[config.mk]
export PLATFORM = sky130hd
export DESIGN_NAME = hazard_unit_mc
export DESIGN_NICKNAME = d
export VERILOG_FILES = /design/src/rtl/hazard_unit_mc_pkg.sv /design/src/rtl/hazard_fwd_sel.sv /design/src/rtl/hazard_unit_mc.sv
export SDC_FILE = /design/constraint.sdc
export NUM_CORES = 1
export LEC_CHECK = 0
export CAP_MARGIN = 20
export CORE_UTILIZATION = 25
export CTS_BUF_LIST = sky130_fd_sc_hd__clkbuf_4 sky130_fd_sc_hd__clkbuf_8
export CTS_CLUSTER_SIZE = 28
export DETAILED_ROUTE_END_ITERATION = 7
export PLACE_DENSITY_LB_ADDON = 0.15
export SYNTH_ARGS = -nofsm -noshare
export SYNTH_HDL_FRONTEND = slang
export SYNTH_SLANG_ARGS = --single-unit
[constraint.sdc]
create_clock -name clk -period 3.2 [get_ports clk]
set_clock_uncertainty 0.05 [all_clocks]
set_input_delay 0.64 -clock clk [delete_from_list [all_inputs] [get_ports clk]]
set_output_delay 0.64 -clock clk [all_outputs]
set_load 0.01 [all_outputs]
[src/rtl/hazard_unit_mc_pkg.sv]
// Shared types for the multi-cycle pipeline hazard controller.
package hazard_unit_mc_pkg;

  typedef enum logic [1:0] {
    FORWARD_NONE = 2'b00,
    FORWARD_WB   = 2'b01,
    FORWARD_MEM  = 2'b10
  } forward_t;

  typedef enum logic [1:0] {
    IDLE,
    LU_STALL,
    MDU_BUSY
  } hz_state_t;

endpackage

[src/rtl/hazard_fwd_sel.sv]
// EX-stage operand forward selector: the younger MEM result beats the older WB one.
module hazard_fwd_sel
  import hazard_unit_mc_pkg::*;
#(
  parameter int REG_AW = 5
) (
  input  logic [REG_AW-1:0] rs,
  input  logic [REG_AW-1:0] rd_m,
  input  logic [REG_AW-1:0] rd_w,
  input  logic              reg_write_m,
  input  logic              reg_write_w,
  output forward_t          sel
);

  always_comb begin
    // NOTE: combinational blocks assign a default first so no path can infer a latch.
    sel = FORWARD_NONE;
    if (reg_write_m && (rd_m != '0) && (rd_m == rs))
      sel = FORWARD_MEM;
    else if (reg_write_w && (rd_w != '0) && (rd_w == rs))
      sel = FORWARD_WB;
  end

endmodule

[src/rtl/hazard_unit_mc.sv]
// Pipeline hazard controller: forwarding, branch flush, multi-cycle load-use stall,
// MDU start/done handshake with busy watchdog, and data-memory freeze.
module hazard_unit_mc
  import hazard_unit_mc_pkg::*;
#(
  parameter int REG_AW          = 5,
  parameter int LOAD_USE_CYCLES = 1,
  parameter int MDU_TIMEOUT     = 64
) (
  input  logic              clk,
  input  logic              reset,
  input  logic [REG_AW-1:0] rs1_e,
  input  logic [REG_AW-1:0] rs2_e,
  input  logic [REG_AW-1:0] rs1_d,
  input  logic [REG_AW-1:0] rs2_d,
  input  logic [REG_AW-1:0] rd_e,
  input  logic [REG_AW-1:0] rd_m,
  input  logic [REG_AW-1:0] rd_w,
  input  logic              reg_write_m,
  input  logic              reg_write_w,
  input  logic [1:0]        result_src_e,
  input  logic              mdu_op_e,
  input  logic              mdu_done,
  input  logic              pc_src_e,
  input  logic              mem_access_m,
  input  logic              dmem_ready,
  output forward_t          forward_a_e,
  output forward_t          forward_b_e,
  output logic              stall_f,
  output logic              stall_d,
  output logic              stall_e,
  output logic              stall_m,
  output logic              flush_d,
  output logic              flush_e,
  output logic              flush_m,
  output logic              flush_w,
  output logic              mdu_start,
  output logic              mdu_timeout
);

  localparam int CNT_W = 3;
  localparam int WD_W  = $clog2(MDU_TIMEOUT + 1);

  hz_state_t        state, state_nxt;
  logic [CNT_W-1:0] lu_cnt, lu_cnt_nxt;
  logic [WD_W-1:0]  wd_cnt, wd_cnt_nxt;
  forward_t         fwd_a, fwd_b;
  logic             freeze, lu_hit;

  hazard_fwd_sel #(.REG_AW(REG_AW)) u_fwd_a (
    .rs(rs1_e), .rd_m(rd_m), .rd_w(rd_w),
    .reg_write_m(reg_write_m), .reg_write_w(reg_write_w), .sel(fwd_a)
  );

  hazard_fwd_sel #(.REG_AW(REG_AW)) u_fwd_b (
    .rs(rs2_e), .rd_m(rd_m), .rd_w(rd_w),
    .reg_write_m(reg_write_m), .reg_write_w(reg_write_w), .sel(fwd_b)
  );

  assign freeze = mem_access_m & ~dmem_ready;
  assign lu_hit = result_src_e[0] & (rd_e != '0) & ((rs1_d == rd_e) | (rs2_d == rd_e));

  always_comb begin
    forward_a_e = reset ? FORWARD_NONE : fwd_a;
    forward_b_e = reset ? FORWARD_NONE : fwd_b;
  end

  // NOTE: sequential state uses non-blocking assignments; reset is synchronous to clk.
  always_ff @(posedge clk) begin
    if (reset) begin
      state       <= IDLE;
      lu_cnt      <= '0;
      wd_cnt      <= '0;
      mdu_timeout <= 1'b0;
    end else begin
      state  <= state_nxt;
      lu_cnt <= lu_cnt_nxt;
      wd_cnt <= wd_cnt_nxt;
      if (wd_cnt_nxt == WD_W'(MDU_TIMEOUT))
        mdu_timeout <= 1'b1;
    end
  end

  always_comb begin
    state_nxt  = state;
    lu_cnt_nxt = lu_cnt;
    wd_cnt_nxt = wd_cnt;
    stall_f    = 1'b0;
    stall_d    = 1'b0;
    stall_e    = 1'b0;
    stall_m    = 1'b0;
    flush_d    = 1'b0;
    flush_e    = 1'b0;
    flush_m    = 1'b0;
    flush_w    = 1'b0;
    mdu_start  = 1'b0;

    // The watchdog keeps counting busy cycles even while memory freezes the pipe.
    if ((state == MDU_BUSY) && (wd_cnt != WD_W'(MDU_TIMEOUT)))
      wd_cnt_nxt = wd_cnt + WD_W'(1);

    if (reset) begin
      flush_d = 1'b1;
      flush_e = 1'b1;
      flush_m = 1'b1;
      flush_w = 1'b1;
    end else if (freeze) begin
      stall_f = 1'b1;
      stall_d = 1'b1;
      stall_e = 1'b1;
      stall_m = 1'b1;
      flush_w = 1'b1;
    end else begin
      unique case (state)
        IDLE: begin
          if (mdu_op_e) begin
            mdu_start  = 1'b1;
            state_nxt  = MDU_BUSY;
            wd_cnt_nxt = '0;
          end else if (pc_src_e) begin
            flush_d = 1'b1;
            flush_e = 1'b1;
          end else if (lu_hit) begin
            stall_f = 1'b1;
            stall_d = 1'b1;
            flush_e = 1'b1;
            if (LOAD_USE_CYCLES > 1) begin
              state_nxt  = LU_STALL;
              lu_cnt_nxt = CNT_W'(LOAD_USE_CYCLES - 1);
            end
          end
        end
        LU_STALL: begin
          if (pc_src_e) begin
            flush_d    = 1'b1;
            flush_e    = 1'b1;
            state_nxt  = IDLE;
            lu_cnt_nxt = '0;
          end else begin
            stall_f    = 1'b1;
            stall_d    = 1'b1;
            flush_e    = 1'b1;
            lu_cnt_nxt = lu_cnt - CNT_W'(1);
            if (lu_cnt == CNT_W'(1))
              state_nxt = IDLE;
          end
        end
        MDU_BUSY: begin
          // A done pulse releases the stalls this cycle so EX advances at the next edge.
          if (mdu_done) begin
            state_nxt = IDLE;
          end else begin
            stall_f = 1'b1;
            stall_d = 1'b1;
            stall_e = 1'b1;
            flush_m = 1'b1;
          end
        end
        default: state_nxt = IDLE;
      endcase
    end
  end

endmodule

== Yosys cells after proc, flatten, opt, wreduce, memory -nomap -nowiden ==
Index checks and enable logic that the tools add are counted.
Word-level totals
  register bits: 13
  word-level logic and storage cells: 86
  input port bits: 46
  output and inout port bits: 14
Operators by class
  eq/ne operators: 14
  bitwise operators: 6
  $add $sub $neg: 2
  reduce and logical (&&, ||, !) cells: 13
  multiplexer cells: 47
Operator list (number)
  7-bit two-way mux: 5
  5-bit == test: 6
  1-bit two-way mux: 29
  2-bit two-way mux: 8
  5-bit nonzero test: 3
  7-bit by 1-bit adder with 7-bit output, second input constant: 1
  7-bit == test, second input constant: 1
  1-bit logical AND: 7
  7-bit inequality test, second input constant: 1
  2-bit case mux with 3 select lines: 1
  2-bit inequality test, second input constant: 2
  1-bit case mux with 2 select lines: 2
  4-bit AND reduction: 1
  1-bit AND: 3
  3-bit by 1-bit == test with 1-bit output, second input constant: 1
  3-bit two-way mux: 1
  3-bit inequality test, second input constant: 1
  1-bit case mux with 3 select lines: 1
  3-bit by 1-bit subtractor with 3-bit output, second input constant: 1
  2-bit by 1-bit == test with 1-bit output, second input constant: 1
  2-bit == test, second input constant: 1
  2-bit logical NOT: 1
  1-bit NOT: 2
  2-bit AND reduction: 1
  1-bit OR: 1

== Longest topological paths before layout ==
Gate-level depths: netlist (run 1).
  word-level depth: 9
  depth in mapped cells: 8
  depth with buffers taken out: 7

== Cells and area by module ==
A second synthesis (run 1) with hierarchy kept.
Second synthesis, totals
  cells, all modules: 147
  area, all modules: 1109.8 um^2
Modules (own cells, without submodules)
  hazard_unit_mc: area each 807.0 um^2, times used 1, cells each 107, sequential area each 180.2 um^2
  hazard_fwd_sel: area each 151.4 um^2, times used 2, cells each 20, sequential area each 0.0 um^2

== Worst setup path before layout (run 1) ==
OpenSTA, ideal clock, no wires.
  path type: in2out
  start point: input rd_m[1]
  end point: output forward_a_e[0]
  data required time: 2.510 ns
  data arrival time: 1.832 ns
  stages: 4
  buffers on the path: 0
  slack: 0.678 ns
  path through: or4_1 o21ai_1 nor3_1 nor4_2
Between the ends
  word-level cells in the longest chain between the ends: 5
  elaborated cells on any way between the ends: 6
  classes of those cells: eq/ne (1); mux (2); reduce/logical (3)
RTL lines
  start, declared: RTL line hazard_unit_mc.sv:17  | input logic [REG_AW-1:0] rd_m,
  5-bit nonzero test: RTL line hazard_fwd_sel.sv:18  | if (reg_write_m && (rd_m != '0) && (rd_m == rs))
  1-bit logical AND: RTL line hazard_fwd_sel.sv:18
  1-bit logical AND *: RTL line hazard_fwd_sel.sv:18
  2-bit two-way mux *: RTL line hazard_fwd_sel.sv:18
  2-bit two-way mux *: RTL line hazard_unit_mc.sv:64  | forward_a_e = reset ? FORWARD_NONE : fwd_a;
  end, declared: RTL line hazard_unit_mc.sv:27  | output forward_t forward_a_e,
Mark *: on every way between the ends. The rest lies on a longest branch, timed or not.

== Worst setup path in the final report (run 1) ==
  start point: input rd_e[2]
  end point: output flush_e
Between the ends
  word-level cells in the longest chain between the ends: 9
  elaborated cells on any way between the ends: 12
  classes of those cells: eq/ne (2); mux (6); bitwise (3); reduce/logical (1)
RTL lines
  start, declared: RTL line hazard_unit_mc.sv:16  | input logic [REG_AW-1:0] rd_e,
  5-bit == test / 5-bit nonzero test (equally long branches): RTL line hazard_unit_mc.sv:61  | assign lu_hit = result_src_e[0] & (rd_e != '0) & ((rs1_d == rd_e) | (rs2_d == rd_e));
  1-bit OR / 1-bit AND (equally long branches): RTL line hazard_unit_mc.sv:61
  1-bit AND *: RTL line hazard_unit_mc.sv:61
  1-bit two-way mux *: RTL line hazard_unit_mc.sv:123  | end else if (lu_hit) begin
  1-bit two-way mux *: RTL line hazard_unit_mc.sv:120  | end else if (pc_src_e) begin
  1-bit two-way mux *: RTL line hazard_unit_mc.sv:116  | if (mdu_op_e) begin
  1-bit case mux with 2 select lines *: RTL line hazard_unit_mc.sv:114  | unique case (state)
  1-bit two-way mux *: RTL line hazard_unit_mc.sv:107  | end else if (freeze) begin
  1-bit two-way mux *: RTL line hazard_unit_mc.sv:102  | if (reset) begin
  end, declared: RTL line hazard_unit_mc.sv:34  | output logic flush_e,
Marks and branches as above.

==> run metrics, run 1 <==
final antenna-violating net count=0; worst r2r path cells=7; Rows=24; Cells after Synth=149; fin nets=269; wire per inst=13.54 µm; critical path launch point=rd_e[2]; sequential power share=0.268; Reg clk slew, reported paths=0.04 ns; Min Hold Slack=0.4455 ns; via count=1333; H-tree levels=1; Clock power frac=0.322; Slew @ Worst Pin=0.3698 ns; final std cells w/o fill=272; first-pass GRT wire length=6106 µm; IO Count=60; GR Util All Layers=0.1521; status=completed; Reg2Reg Setup Slack=1.23 ns; initial antenna violation count=0; worst-path fanout max=2; Slew headroom=0.7531; post-synthesis sequential area ratio=0.1527; Pins Over Slew Limit=0; # Max-Cap Violations=0; Worst R2R Start=wd_cnt[0]$_SDFF_PP0_; vias per cell=4.901; grt total ovfl=0; Starting Density=0.2655; vias in the first global route=1374; yosys warns=0; CP Capture Type=output port; unrepaired setup endpoints after global routing=no; area grow syn2layout=65.54%; Post-Syn Area per Cell=7.919 µm²; Post-synth top flop=dfxtp_1; Area after DPL=1883 µm²; worst hold-check path type=flip-flop to flip-flop; gpl congestion=0.9118; Period Utilization, post-route=0.9574; total CTS buffers=3; fin area=1953 µm²; crit path to=flush_e; XOR/XNOR share of the synthesized area=0.2450; Final setup viols=0; Worst EP required=2.51 ns; EDFF count, synth=0; Place WS=-0.3072 ns; Leak Pwr=0.8035 nW; pwr/cell area=227.0 nW/µm²; Mapped Area=1180 µm²; Final min period=3.064 ns; Final Power=0.4434 mW; Final WS setup=0.1365 ns; Max Freq=0.3264 GHz; synth unique cells=44; clock insertion delay at the later pin of the skew report=0.24 ns; share of cells above drive strength 1=0.1773; CORE AREA=4444 µm²; die width=70.70 µm; Yosys reg bits=9; DRT Pass-1 Iters=4; Hold Fails Final Rpt=0; post-synthesis adder-cell area fraction=0.02121; net switching share of the total power=0.2807; die height=70.70 µm; critical path type=primary input to output port; maximum vdd ir drop=99.91 µV; dpl cells=268; PortBufs=58; setup TNS=0 ns; FF-to-FF End=mdu_timeout$_SDFFE_PP0N_; syn nets=197; crit path DAT=2.37 ns; # clock sinks=9; Worst Setup Start Kind=primary input; die area=4998 µm²; drt initial violations=44; HPWL Detailed=3087 µm; main combinational cell family by area after synthesis=simple AND/OR/NAND/NOR gates; CTS tree=built; DRC=0; Antenna Cells=0; pin count of the biggest net entering global routing=19; total wire length=3683 µm; Net Sw Power=0.1245 mW; clk buf depth=2; mux contribution to synthesized area=0.01803; Post-Synth Simple-Gate Area=0.3128; Int Power=0.3189 mW; Compound-Gate Fraction of Synth Area=0.1813; Gate power share=0.410; Root Buffer=clkbuf_8; asr flop ratio synth=0; Final Util=0.4395; hold buffers post-CTS=0
-- worst max-delay path, stage by stage --
cell	delay, ns
clkdlybuf4s50_1	0.49
xnor2_1	0.12
nand3_1	0.11
o31ai_2	0.28
a41o_1	0.20
clkdlybuf4s50_1	0.53
-- layout by cell type (no fill, tap or decap), types with 4 or more instances in the layout --
cell,count
a21oi_1,7
buf_4,17
clkdlybuf4s50_1,49
dfxtp_1,9
dlymetal6s2s_1,7
nand2_1,8
nand3_1,13
nor2_1,8
nor2b_1,5
nor3_1,4
or4_1,4
xnor2_1,17
xor2_1,16
-- sequential cells by signal, summed over array words and instances (netlist names) --
| signal | cells |
|---|---|
| state | 1 |
| wd_cnt | 7 |
| mdu_timeout | 1 |
-- how the worst min path moves through the flow --
stage | start | end | depth (start not counted)
2_1_floorplan | wd_cnt[4]$_SDFF_PP0_ | wd_cnt[4]$_SDFF_PP0_ | 2
3_3_place_gp | mdu_timeout$_SDFFE_PP0N_ | mdu_timeout$_SDFFE_PP0N_ | 2
3_5_place_dp | mdu_timeout$_SDFFE_PP0N_ | mdu_timeout$_SDFFE_PP0N_ | 2
4_1_cts | mdu_timeout$_SDFFE_PP0N_ | mdu_timeout$_SDFFE_PP0N_ | 2
5_1_grt | mdu_timeout$_SDFFE_PP0N_ | mdu_timeout$_SDFFE_PP0N_ | 2
6_report | mdu_timeout$_SDFFE_PP0N_ | mdu_timeout$_SDFFE_PP0N_ | 2
-- final cells by class --
type / instances / area [µm²]
repair buffers: 75 / 715.7
clock buffers: 4 / 48.80
well taps: 52 / 65.06
fillers: 435 / 2491
multi-input cells: 129 / 932.1
inverters: 3 / 11.26
flip-flops and latches: 9 / 180.2
-- repair_timing --
| action | CTS | global route |
|---|---|---|
| pin swaps | 1 | 1 |
| setup buffers | 0 | 0 |
| resized for setup | 5 | 12 |
| gates cloned | 0 | 0 |
| setup endpoints to repair | 6 | 7 |
-- Yosys cell counts, types with 2 or more instances --
cell type | number | area [µm²]
a21oi_1 | 7 | 35.03
or4_1 | 4 | 30.03
buf_6 | 2 | 22.52
inv_1 | 3 | 11.26
nand4_1 | 3 | 18.77
a21o_1 | 3 | 22.52
dfxtp_1 | 9 | 180.2
a41o_1 | 2 | 20.02
xnor2_1 | 17 | 148.9
nor2b_1 | 5 | 31.28
clkbuf_1 | 2 | 7.510
or2_2 | 2 | 12.51
o21ai_0 | 3 | 15.01
a22oi_1 | 3 | 22.52
nor2_1 | 8 | 30.03
xor2_1 | 16 | 140.1
nand3_1 | 13 | 65.06
nor4_1 | 3 | 18.77
clkbuf_8 | 2 | 27.53
o211ai_1 | 3 | 22.52
nor4_2 | 2 | 25.02
nand2b_1 | 3 | 18.77
ha_1 | 2 | 25.02
nand2_1 | 8 | 30.03
nor3_1 | 5 | 25.02
-- layer usage --
| metal | up-vias | wire length (µm) | GRT usage |
|---|---|---|---|
| li1 | 681 | - | - |
| met1 | 597 | 1621 | 0.1914 |
| met2 | 50 | 1797 | 0.2575 |
| met3 | 5 | 204 | 0.01852 |
| met4 | 0 | 60 | 0.07333 |
| met5 | - | 0 | 0 |
-- power by group through the flow --
stage | Clock (mW) | Sequential (mW) | Combinational, mW
detailed placement | 0 | 0.121 | 0.181
global placement | 0 | 0.121 | 0.178
CTS | 0.148 | 0.119 | 0.184
floorplan | 0 | 0.118 | 0.0777
global route | 0.155 | 0.119 | 0.197
finish | 0.143 | 0.119 | 0.182
-- kinds of logic (layout without fill, tap and decap cells) --
kind of cell             Yosys count  count (layout)
XOR/XNOR                          33              33
multiplexers                       2               2
AO/OA/AOI/OAI                     29              29
buffers and inverters             11              82
AND/OR/NAND/NOR                   63              63
adder cells (fa/ha/maj)            2               2
flip-flops                         9               9
(Power assumes the default switching activity.)
==> inputs of run 2 (changes only) <==
CELL_PAD_IN_SITES_DETAIL_PLACEMENT = 1   (was not set)
CELL_PAD_IN_SITES_GLOBAL_PLACEMENT = 1   (was not set)
==> run 2 against run 1 <==
  * Combinational power hardly changed
  * Fmax is 1.8% lower
  * Clock-buffer cell count stayed put
  * Largest cell class unchanged
==> run metrics, run 2 (synthesis gave the netlist of run 1 again) <==
status=completed (unchanged); unrepaired setup endpoints after global routing=no (unchanged); Reg clk slew, reported paths=0.05 ns (was 0.04 ns); Max Freq=0.3205 GHz (was 0.3264 GHz); Antenna Cells=0 (unchanged); Largest Register=wd_cnt (unchanged); Root Buffer=clkbuf_8 (unchanged); PortBufs=58 (unchanged); # Max-Cap Violations=0 (unchanged); total CTS buffers=3 (unchanged); worst hold-check path type=flip-flop to flip-flop (unchanged); Min Hold Slack=0.4339 ns (was 0.4455 ns); fill count=546 (was 435); CP Capture Type=output port (unchanged); grt total ovfl=0 (unchanged); crit path DAT=2.43 ns (was 2.37 ns); critical path type=primary input to output port (unchanged); Slew headroom=0.7486 (was 0.7531); Leak Pwr=0.7958 nW (was 0.8035 nW); Period Utilization, post-route=0.9750 (was 0.9574); final std cells w/o fill=274 (was 272); Rows=24 (unchanged); Final setup viols=0 (unchanged); commonest non-fill, non-tap cell in the layout=clkdlybuf4s50_1 (unchanged); initial antenna violation count=0 (unchanged); Starting Density=0.2655 (unchanged); H-tree levels=1 (unchanged); IO Count=60 (unchanged); hold buffers post-CTS=0 (unchanged); Final WS setup=0.07991 ns (was 0.1365 ns); clock insertion delay at the later pin of the skew report=0.24 ns (about the same); commonest non-fill, non-tap cells in the layout=clkdlybuf4s50_1 (50), buf_4 (19), xnor2_1 (17) (was clkdlybuf4s50_1 (49), xnor2_1 (17), buf_4 (17)); gpl congestion=0.7679 (was 0.9118); DRC=0 (unchanged); die width=70.70 µm (unchanged); Area after DPL=1891 µm² (was 1883 µm²); die height=70.70 µm (unchanged); fin area=1966 µm² (was 1953 µm²); HPWL Detailed=3434 µm (was 3087 µm); DRT Pass-1 Iters=4 (unchanged); pin count of the biggest net entering global routing=19 (unchanged); vias in the first global route=1489 (was 1374); vias per cell=5.069 (was 4.901); clk buf depth=2 (unchanged); worst-path fanout max=3 (was 2); Reg2Reg Setup Slack=1.24 ns (was 1.23 ns); via count=1389 (was 1333); fin nets=271 (was 269); Slew @ Worst Pin=0.3767 ns (was 0.3698 ns); max FFs per register=7 (unchanged); pwr/cell area=228.3 nW/µm² (was 227.0 nW/µm²); # clock sinks=9 (unchanged); total wire length=3920 µm (was 3683 µm); maximum vdd ir drop=81.71 µV (was 99.91 µV); Hold Fails Final Rpt=0 (unchanged); wire per inst=14.31 µm (was 13.54 µm); Place WS=-0.3344 ns (was -0.3072 ns); Worst EP required=2.51 ns (about the same); largest registers=wd_cnt x7, mdu_timeout x1, state x1 (unchanged); first-pass GRT wire length=6486 µm (was 6106 µm); die area=4998 µm² (unchanged); setup TNS=0 ns (unchanged); dpl cells=269 (was 268); CTS tree=built (unchanged); GR Util All Layers=0.1600 (was 0.1521); area grow syn2layout=66.60% (was 65.54%); Pins Over Slew Limit=0 (unchanged); CORE AREA=4444 µm² (unchanged); drt initial violations=72 (was 44); multi-input logic area=927.1 µm² (was 932.1 µm²); final antenna-violating net count=0 (unchanged); share of cells above drive strength 1=0.1757 (was 0.1773); Final min period=3.120 ns (was 3.064 ns); Worst Setup Start Kind=primary input (unchanged); Sequential Area=180.2 µm² (unchanged)
## run 2: timing repair
action,CTS,global route
pin swaps,1,1
resized for setup,4,9
setup endpoints to repair,7,7
setup buffers,0,1
## run 2: layout make-up
type,instances,area share
inverter,3,0.005729
tap,52,0.03310
timing repair buffer,77,0.3730
multi-input combinational,129,0.4717
clock buffer,4,0.02482
sequential,9,0.09166
## run 2: worst paths after layout
kind                                                  to                      from  depth (start not counted)
worst max-delay path                      forward_b_e[0]                   rd_m[1]                          6
worst min-delay path            mdu_timeout$_SDFFE_PP0N_  mdu_timeout$_SDFFE_PP0N_                          2
worst max register to register  mdu_timeout$_SDFFE_PP0N_      wd_cnt[0]$_SDFF_PP0_                          7
worst min register to register  mdu_timeout$_SDFFE_PP0N_  mdu_timeout$_SDFFE_PP0N_                          2
## run 2: report_power, final
group | switching [mW] | total, mW | internal [mW]
combinational | 0.0738 | 0.184 | 0.110
sequential | 0.00414 | 0.119 | 0.115
clock | 0.0502 | 0.146 | 0.0957
total | 0.128 | 0.449 | 0.321
## run 2: worst max-delay path, stage by stage
cell and delay (ns):
clkdlybuf4s50_1 0.42, or4_1 0.56, o21ai_2 0.18, nor3_1 0.09, nor4_2 0.27, clkdlybuf4s15_1 0.27
## run 2: layer usage
layer	up-vias	GRT usage	wire, µm
met3	5	0.02422	167
met5	-	0	0
li1	684	-	-
met4	0	0.05333	48
met2	37	0.3130	2169
met1	663	0.1738	1535
## run 2: per-stage QoR
stage	util	total power [mW]
after floorplan	-	0.1959
after global placement	0.4254	0.2996
after detailed placement	0.4254	0.3059
after CTS	0.4378	0.4543
after global routing	0.4423	0.4731
final	0.4423	0.4487
